## src/rtl/dino_pkg.sv

```systemverilog
// Shared definitions for the dino game: FSM state encoding, lane width and
// the default jump/score sizing used by the obstacle generator and top level.
package dino_pkg;

  localparam int LANE_W             = 8;
  localparam int DEFAULT_JUMP_STEPS = 3;
  localparam int DEFAULT_SCORE_W    = 16;

  // Airborne step counter width; covers JUMP_STEPS up to 15.
  localparam int AIR_W = 4;

  typedef enum logic [1:0] {
    IDLE = 2'd0,
    RUN  = 2'd1,
    AIR  = 2'd2,
    OVER = 2'd3
  } state_t;

  // True when the lane cell under the dino holds an obstacle.
  function automatic logic lane_hit(input logic [LANE_W-1:0] line, input int pos);
    return line[pos];
  endfunction

endpackage

```

## src/rtl/dino_collision_ctrl_if.sv

```systemverilog
// Obstacle lane link between obstacle_generator (master) and the collision
// controller (slave).
//
// Handshake: step is a one-cycle valid strobe with no ready/back-pressure;
// ledLine is valid in every cycle step is high and the slave must consume it
// in that cycle. Consecutive step pulses are legal. gen_reset flows the other
// way as a one-cycle restart request that the master must accept immediately.
interface dino_collision_ctrl_if;
  import dino_pkg::*;

  logic              step;
  logic [LANE_W-1:0] ledLine;
  logic              gen_reset;

  modport master (output step, output ledLine, input gen_reset);
  modport slave  (input step, input ledLine, output gen_reset);

endinterface

```

## src/rtl/btn_sync_edge.sv

```systemverilog
// Two-flop synchronizer for an asynchronous level input followed by a
// registered rising-edge detector. Input rise to rise pulse is 3 clk;
// a held input produces exactly one pulse.
module btn_sync_edge (
  input  logic clk,
  input  logic reset,
  input  logic in,
  output logic rise
);

  logic sync1_q;
  logic sync2_q;
  logic prev_q;
  logic rise_q;

  // Synchronize, remember the previous synchronized level, register the edge.
  always_ff @(posedge clk) begin
    if (reset) begin
      sync1_q <= 1'b0;
      sync2_q <= 1'b0;
      prev_q  <= 1'b0;
      rise_q  <= 1'b0;
    end else begin
      sync1_q <= in;
      sync2_q <= sync1_q;
      prev_q  <= sync2_q;
      rise_q  <= sync2_q & ~prev_q;
    end
  end

  assign rise = rise_q;

endmodule

```

## src/rtl/dino_collision_ctrl.sv

```systemverilog
// Consumer end of the obstacle lane: tracks the dino jump state, detects
// collisions, keeps the score and requests generator restarts.
// Optional macro DINO_HISCORE_EN adds a high_score output kept across games.
module dino_collision_ctrl
  import dino_pkg::*;
#(
  parameter int DINO_POS   = 0,
  parameter int JUMP_STEPS = DEFAULT_JUMP_STEPS,
  parameter int SCORE_W    = DEFAULT_SCORE_W
) (
  input  logic                 clk,
  input  logic                 reset,
  dino_collision_ctrl_if.slave lane,
  input  logic                 jump_btn,
  output logic                 dino_air,
  output logic                 collision,
  output logic                 game_over,
  output logic [SCORE_W-1:0]   score,
`ifdef DINO_HISCORE_EN
  output logic [SCORE_W-1:0]   high_score,
`endif
  output state_t               state_dbg
);

  state_t             state_q, state_n;
  logic [SCORE_W-1:0] score_q, score_n;
  logic [AIR_W-1:0]   air_cnt_q, air_cnt_n;
  logic               collision_q, collision_n;
  logic               jump_evt;
  logic               hit;
  logic               unused_lane;

  btn_sync_edge u_btn (
    .clk   (clk),
    .reset (reset),
    .in    (jump_btn),
    .rise  (jump_evt)
  );

  assign hit         = lane_hit(lane.ledLine, DINO_POS);
  assign unused_lane = ^lane.ledLine;

  // Next-state, score, jump counter and collision decode for the game FSM.
  always_comb begin
    state_n        = state_q;
    score_n        = score_q;
    air_cnt_n      = air_cnt_q;
    collision_n    = 1'b0;
    lane.gen_reset = 1'b0;
    case (state_q)
      IDLE: begin
        if (jump_evt) begin
          state_n        = RUN;
          score_n        = '0;
          lane.gen_reset = 1'b1;
        end
      end
      RUN: begin
        // An obstacle arriving on the ground beats a jump in the same cycle.
        if (lane.step && hit) begin
          state_n     = OVER;
          collision_n = 1'b1;
        end else if (jump_evt) begin
          state_n   = AIR;
          air_cnt_n = AIR_W'(JUMP_STEPS);
        end
      end
      AIR: begin
        if (lane.step) begin
          if (hit && (score_q != {SCORE_W{1'b1}})) begin
            score_n = score_q + 1'b1;
          end
          // The landing step is still scored as airborne above.
          if (air_cnt_q == AIR_W'(1)) begin
            state_n   = RUN;
            air_cnt_n = '0;
          end else begin
            air_cnt_n = air_cnt_q - 1'b1;
          end
        end
      end
      OVER: begin
        if (jump_evt) begin
          state_n        = RUN;
          score_n        = '0;
          lane.gen_reset = 1'b1;
        end
      end
      default: state_n = IDLE;
    endcase
  end

  // Game state, score, jump counter and collision pulse registers.
  always_ff @(posedge clk) begin
    if (reset) begin
      state_q     <= IDLE;
      score_q     <= '0;
      air_cnt_q   <= '0;
      collision_q <= 1'b0;
    end else begin
      state_q     <= state_n;
      score_q     <= score_n;
      air_cnt_q   <= air_cnt_n;
      collision_q <= collision_n;
    end
  end

`ifdef DINO_HISCORE_EN
  logic [SCORE_W-1:0] high_score_q;

  // Capture the best score as a game ends; only reset clears it.
  always_ff @(posedge clk) begin
    if (reset) begin
      high_score_q <= '0;
    end else if (collision_n && (score_q > high_score_q)) begin
      high_score_q <= score_q;
    end
  end

  assign high_score = high_score_q;
`endif

  assign dino_air  = (state_q == AIR);
  assign game_over = (state_q == OVER);
  assign collision = collision_q;
  assign score     = score_q;
  assign state_dbg = state_q;

endmodule

```

## src/flat_wrapper.sv

```systemverilog
// flat-port wrapper written by rule: the top's interface ports become plain ports
module dino_collision_ctrl_flat import dino_pkg::*;
#(
  parameter int DINO_POS   = 0,
  parameter int JUMP_STEPS = DEFAULT_JUMP_STEPS,
  parameter int SCORE_W    = DEFAULT_SCORE_W
)
  (clk, reset, jump_btn, dino_air, collision, game_over, score, state_dbg, lane_step, lane_ledLine, lane_gen_reset);
  dino_collision_ctrl_if lane_i ();
  input  logic clk;
  input  logic reset;
  input  logic jump_btn;
  output logic dino_air;
  output logic collision;
  output logic game_over;
  output logic [SCORE_W-1:0] score;
  output state_t state_dbg;
  input wire logic [$bits(lane_i.step)-1:0] lane_step;
  input wire logic [$bits(lane_i.ledLine)-1:0] lane_ledLine;
  output wire logic [$bits(lane_i.gen_reset)-1:0] lane_gen_reset;
  assign lane_i.step = lane_step;
  assign lane_i.ledLine = lane_ledLine;
  assign lane_gen_reset = lane_i.gen_reset;
  dino_collision_ctrl #(.DINO_POS(DINO_POS), .JUMP_STEPS(JUMP_STEPS), .SCORE_W(SCORE_W)) u_core (.clk(clk), .reset(reset), .lane(lane_i), .jump_btn(jump_btn), .dino_air(dino_air), .collision(collision), .game_over(game_over), .score(score), .state_dbg(state_dbg));
endmodule
```

## config.mk

```make
export PLATFORM = sky130hd
export DESIGN_NAME = dino_collision_ctrl_flat
export DESIGN_NICKNAME = d
export VERILOG_FILES = /design/src/rtl/dino_pkg.sv /design/src/rtl/dino_collision_ctrl_if.sv /design/src/rtl/btn_sync_edge.sv /design/src/rtl/dino_collision_ctrl.sv /design/src/flat_wrapper.sv
export SDC_FILE = /design/constraint.sdc
export NUM_CORES = 1
export LEC_CHECK = 0
export CORE_UTILIZATION = 47
export CTS_BUF_LIST = sky130_fd_sc_hd__clkbuf_4
export DETAILED_ROUTE_END_ITERATION = 8
export PLACE_DENSITY_LB_ADDON = 0.1
export SLEW_MARGIN = 20
export SYNTH_ARGS = -nofsm -noshare
export SYNTH_HDL_FRONTEND = slang
export SYNTH_SLANG_ARGS = --single-unit
export TNS_END_PERCENT = 100
```

## constraint.sdc

```tcl
create_clock -name clk -period 1.9 [get_ports clk]
set_input_delay 0.19 -clock clk [delete_from_list [all_inputs] [get_ports clk]]
set_output_delay 0.19 -clock clk [all_outputs]
set_load 0.01 [all_outputs]
```

==> impl_metrics.json, run 1 <==
{
  "status": "completed",
  "critPathCaptureType": "output port",
  "cts_hold_repair.buffers": 0,
  "stdcell_count": 252,
  "clkTransAtPathRegs_ns": 0.14,
  "hold_start": "jump_btn",
  "ys.flop_type": "dfxtp_1",
  "drt_wl_total_mm": 3.65,
  "rsz0062_at_grt": "false",
  "yosysSeqAreaShare": 0.352,
  "synth_edf_count": 0,
  "cellPowerDensity_nw_per_um2": 787,
  "hold_viol_final": 0,
  "clock_sinks": 27,
  "rr_worst_depth": 5,
  "ys_warn_count": 0,
  "die_area_sq_um": 3500,
  "drive_gt1_frac": 0.130,
  "cp_num_buf_inv": 3,
  "yosys.area.top_type": "dfxtp_1",
  "timing.rr.start": "u_core.score[0]$_SDFFE_PP0P_",
  "clk_latency_ns": 0.32,
  "antenna_found_initial": 0,
  "htreeDepth": 1,
  "postCtsSetupRepairBufs": 0,
  "root_buffer": "clkbuf_4",
  "p_leak_uw": 0.000694,
  "drv_cap": 0,
  "tns_ns": 0,
  "port_buffers": 26,
  "startpoint_type": "flop",
  "die_w_um": 59.1,
  "post-route-util": 0.628,
  "syn_to_final_growth_pct": 26.1,
  "hp-class": "input pin to flop",
  "worstPathRequired_ns": 1.71,
  "synth.avg_cell_area_sq_um": 8.52,
  "critPathSlowestCell": "dfxtp_2",
  "critPathMaxFanout": 6,
  "r2r_slack_ns": 0.13,
  "yosys.cell_count.top_type": "dfxtp_1",
  "r2r-end": "u_core.score[1]$_SDFFE_PP0P_",
  "syn_area_sq_um": 1530,
  "worstMarginPinSlew_ns": 0.461,
  "yosys-top-cells-count": "dfxtp_1 (27), nand2_1 (11), inv_1 (10)",
  "ys_ff_latch": 27,
  "synth_nets": 199,
  "maxSlewHeadroom": 0.690,
  "initialDrtViolationCount": 71,
  "grt_max_degree": 27,
  "clockBufferDepth": 2,
  "fin_crit_ns": 1.77,
  "critPathLaunch": "u_core.state_dbg[0]$_SDFFE_PP0P_",
  "gr-total-overflow": 0,
  "gp_congestion": 0.790,
  "groute.usage.overall": 0.233,
  "final_nets": 228,
  "synth.top_cell.area_share": 0.352,
  "post-place-cells": 248,
  "ir_drop_mv": 0.463,
  "die_h_um": 59.1,
  "via_per_inst": 5.98,
  "vias": 1506,
  "routedWlPerCell_um": 14.5,
  "synth_cell_types": 46,
  "diodes": 0,
  "synth-async-reset-ratio": 0,
  "start_util": 0.498,
  "clock_skew_ns": 0.00287,
  "grt_pass1_wl_mm": 6.40,
  "clock.fmax_mhz": 565,
  "crit_path_end": "lane_gen_reset",
  "cp.depth": 5,
  "ios": 34,
  "yosys-top-cells-area": "dfxtp_1 (35%), ha_1 (5.7%), o311ai_0 (4.0%)",
  "core_region_area_sq_um": 3080,
  "hpwlAfterDp_mm": 2.62,
  "fp-row-count": 20,
  "path_class": "flop to output port",
  "slew_viol_final": 0,
  "cts_buffers": 3,
  "syn_inst": 180,
  "cp_top_family": "buffers and inverters",
  "first_pass_iters": 4,
  "setup_viol": 0,
  "worstPathArrival_ns": 1.58,
  "antenna_left": 0,
  "cpPeakStageDelay_ns": 0.35,
  "drc": 0,
  "period_share": 0.932,
  "cts_tree": "yes",
  "crit_chain": "inv_1 -> ha_4 -> buf_4 -> and2_1 -> dlygate4sd2_1",
  "grt_pass1_vias": 1369
}
## routing by layer
metal,wire (um),global-route usage,vias to the layer above
li1,-,-,749
met5,0,0,-
met1,1740,0.327,708
met2,1720,0.378,43
met4,40,0.0578,0
met3,153,0.0284,6
## cell type report
class	count	area, sq um
inverters	10	37.5
clock buffers	4	30.0
flip-flops and latches	27	544
repair buffers	38	362
fillers	303	1140
multi-input cells	129	906
well taps	44	55.1
## worst register-to-register path, stage by stage (launching register included)
cell and delay (ns):
dfxtp_2 0.37, ha_1 0.23, and4_4 0.25, and4_4 0.25, or4b_1 0.46, a21oi_1 0.15
## state kept, by name, summed over array words and instances, names as in the netlist
signal / flops
u_core.u_btn.rise: 1
u_core.u_btn.prev_q: 1
u_core.u_btn.sync1_q: 1
u_core.u_btn.sync2_q: 1
u_core.collision: 1
u_core.score: 16
u_core.air_cnt_q: 4
u_core.state_dbg: 2
## kinds of logic after synthesis
| logic type | share of synthesized area |
|---|---|
| AO/OA/AOI/OAI | 0.260 |
| adder cells (fa/ha/maj) | 0.0571 |
| flip-flops | 0.352 |
| buffers and inverters | 0.0718 |
| multiplexers | 0.0139 |
| AND/OR/NAND/NOR | 0.245 |
## placed cells by master (no fill, tap or decap), types with 2 or more instances in the layout
cell type        netlist  final
nand2_1               11     10
o41ai_1                6      5
o21ai_0                9      9
nand3_1                6      6
a21o_1                 2      2
o311ai_0               7      5
dfxtp_2                0      3
o311ai_1               1      3
a41oi_1                4      4
nor2b_1                5      5
nor3_1                 8      8
or3_1                  2      2
nor2_1                 6      6
dfxtp_1               27     24
a31oi_1                4      4
a21oi_1                8      8
nand4_1                5      5
a211oi_1               4      4
clkbuf_4               0      4
a21boi_0               2      2
and3_1                 4      4
clkdlybuf4s50_1        0     25
and2_1                 2      2
inv_1                 10     10
and4_4                 2      2
buf_4                  0     11
ha_1                   7      6
or4_1                  2      2
and4_1                 5      5
## what timing repair did
item                       in CTS  in global routing
setup endpoints to repair       1                  3
hold endpoints to repair        0                  0
gates resized for setup         3                  5
## stage by stage
step                setup slack [ns]  hold slack (ns)  total power [uW]  cell area [sq um]
detailed placement            0.0482            0.398              1240               1880
CTS                            0.109            0.413              1520               1920
global route                  0.0312            0.433              1630               1930
floorplan                    0.00937            0.318              1020               1540
global placement               0.109            0.372              1220               1880
finish                         0.129            0.412              1520               1930
## worst min path at each step
stage / endpoint / cells after the start
after floorplan: u_core.u_btn.sync1_q$_SDFF_PP0_ / 1
after global placement: u_core.u_btn.rise$_SDFF_PP0_ / 1
after detailed placement: u_core.u_btn.rise$_SDFF_PP0_ / 1
after CTS: u_core.u_btn.sync1_q$_SDFF_PP0_ / 2
after global routing: u_core.u_btn.sync1_q$_SDFF_PP0_ / 2
final: u_core.u_btn.sync1_q$_SDFF_PP0_ / 2
## power by group
group,internal (uW),switching [uW],leakage (uW)
Combinational,300,321,0.000456
Sequential,608,31.1,0.000220
Clock,96.4,167,0.0000184
Total,1000,518,0.000694
Note: power is estimated with default switching activity, not from simulation.
==> run 2: changes to the inputs <==
Settings changed: CAP_MARGIN set to 5, CORE_UTILIZATION 47 to 50.
Clock period 1.9 ns to 2.2 ns, I/O delays scaled along.
==> run 2 against run 1 <==
Compared with the run above:
- the flow now finishes with violations (design-rule violations)
- first-iteration DRC count is 14% lower
- clock skew is 0.0015 ns higher
- wire length is 0.96% higher
- hold slack worse by 0.0089 ns
- via count is 0.93% higher
- sequential share of layout area is 1.5 points higher
- combinational power is 23% lower
- register-to-register slack better by 0.14 ns
==> impl_metrics.json, run 2 (synthesis results as in run 1) <==
{
  "r2r-end": "u_core.score[12]$_SDFFE_PP0P_",
  "port_buffers": 26,
  "fp-row-count": 19,
  "tns_ns": 0,
  "clkTransAtPathRegs_ns": 0.15,
  "grt_pass1_vias": 1418,
  "holdPathEnd": "u_core.u_btn.rise$_SDFF_PP0_",
  "largest_reg_flops": 16,
  "slew_viol_final": 0,
  "rr_worst_depth": 6,
  "drt_wl_total_mm": 3.69,
  "htreeDepth": 1,
  "hold_viol_final": 0,
  "ir_drop_mv": 0.595,
  "rsz0062_at_grt": "false",
  "startpoint_type": "flop",
  "hold_depth": 1,
  "hpwlAfterDp_mm": 2.53,
  "cts_buffers": 3,
  "pre_cts_slack_ns": 0.238,
  "setup_viol": 0,
  "fin_ws_ns": 0.221,
  "first_pass_iters": 7,
  "p_leak_uw": 0.000634,
  "root_buffer": "clkbuf_4",
  "core_region_area_sq_um": 2830,
  "ios": 34,
  "critPathCaptureType": "output port",
  "gr-total-overflow": 0,
  "antenna_found_initial": 0,
  "final_area_sq_um": 1820,
  "hold_start": "u_core.u_btn.prev_q$_SDFF_PP0_",
  "post-place-cells": 227,
  "clock_skew_ns": 0.00439,
  "drive_gt1_frac": 0.0700,
  "die_w_um": 57.4,
  "worstPathRequired_ns": 1.98,
  "routedWlPerCell_um": 16.0,
  "clockBufferDepth": 2,
  "gp_congestion": 0.804,
  "cts_hold_repair.buffers": 0,
  "critPathMaxFanout": 5,
  "layout_commonest_cell": "dfxtp_1",
  "via_per_inst": 6.58,
  "placed_cell_area_sq_um": 1790,
  "clock.fmax_mhz": 505,
  "r2r_slack_ns": 0.27,
  "worstPathArrival_ns": 1.76,
  "die_area_sq_um": 3290,
  "fin_crit_ns": 1.98,
  "cellPowerDensity_nw_per_um2": 688,
  "hp-class": "flop to flop",
  "groute.usage.overall": 0.241,
  "cts-resized-gates": 0,
  "cts_tree": "yes",
  "drv_cap": 0,
  "worstMarginPinSlew_ns": 0.476,
  "clock_sinks": 27,
  "mostFrequentLayoutCells": "dfxtp_1 (27), clkdlybuf4s50_1 (26), nand2_1 (11)",
  "grt_max_degree": 27,
  "final_nets": 220,
  "stdcell_count": 231,
  "syn_to_final_growth_pct": 18.8,
  "post-route-util": 0.644,
  "status": "finished with violations",
  "timing.rr.start": "u_core.state_dbg[1]$_SDFFE_PP0P_",
  "postCtsSetupRepairBufs": 0,
  "start_util": 0.542,
  "initialDrtViolationCount": 61,
  "vias": 1520,
  "maxSlewHeadroom": 0.681,
  "clk_latency_ns": 0.33,
  "period_share": 0.900,
  "path_class": "flop to output port",
  "grt_pass1_wl_mm": 6.26,
  "drc": 2,
  "diodes": 0,
  "die_h_um": 57.4,
  "antenna_left": 0,
  "violations": "design-rule violations"
}
## run 2: worst max-delay path by stage
stage / end / cells after the start / slack [ns] / from
6_report: lane_gen_reset / 4 / 0.22 / u_core.state_dbg[0]$_SDFFE_PP0P_
5_1_grt: u_core.score[12]$_SDFFE_PP0P_ / 6 / 0.12 / u_core.state_dbg[1]$_SDFFE_PP0P_
4_1_cts: lane_gen_reset / 4 / 0.18 / u_core.state_dbg[0]$_SDFFE_PP0P_
3_5_place_dp: u_core.score[12]$_SDFFE_PP0P_ / 6 / 0.24 / lane_step
3_3_place_gp: u_core.score[10]$_SDFFE_PP0P_ / 6 / 0.28 / lane_step
2_1_floorplan: u_core.score[10]$_SDFFE_PP0P_ / 8 / 0.21 / u_core.state_dbg[0]$_SDFFE_PP0P_
## run 2: critical path, stage by stage (launching register included)
cell and delay, ns:
dfxtp_1 0.36, inv_1 0.05, ha_2 0.35, and2_1 0.14
clkdlybuf4s50_1 0.54
## run 2: cell type report
type | count | area (sq um)
fillers | 235 | 1010
multi-input cells | 129 | 886
repair buffers | 30 | 290
well taps | 31 | 38.8
flip-flops and latches | 27 | 541
inverters | 10 | 37.5
clock buffers | 4 | 30.0
## run 2: through the flow
step	total power (uW)	hold slack (ns)
finish	1250	0.403
global route	1330	0.404
CTS	1250	0.405
detailed placement	1020	0.384
global placement	996	0.392
floorplan	879	0.348
## run 2: report_power, final
part | leakage (uW) | switching, uW | internal (uW) | total, uW
sequential | 0.000219 | 23.8 | 523 | 546
combinational | 0.000397 | 266 | 210 | 476
clock | 0.0000184 | 149 | 83.4 | 232
total | 0.000634 | 438 | 816 | 1250
## run 2: per-layer routing
metal | up-vias | part of all wire | GRT usage
li1 | 731 | - | -
met1 | 710 | 0.45 | 0.320
met2 | 72 | 0.47 | 0.380
met3 | 7 | 0.069 | 0.0340
met4 | 0 | 0.014 | 0.125
met5 | - | 0 | 0
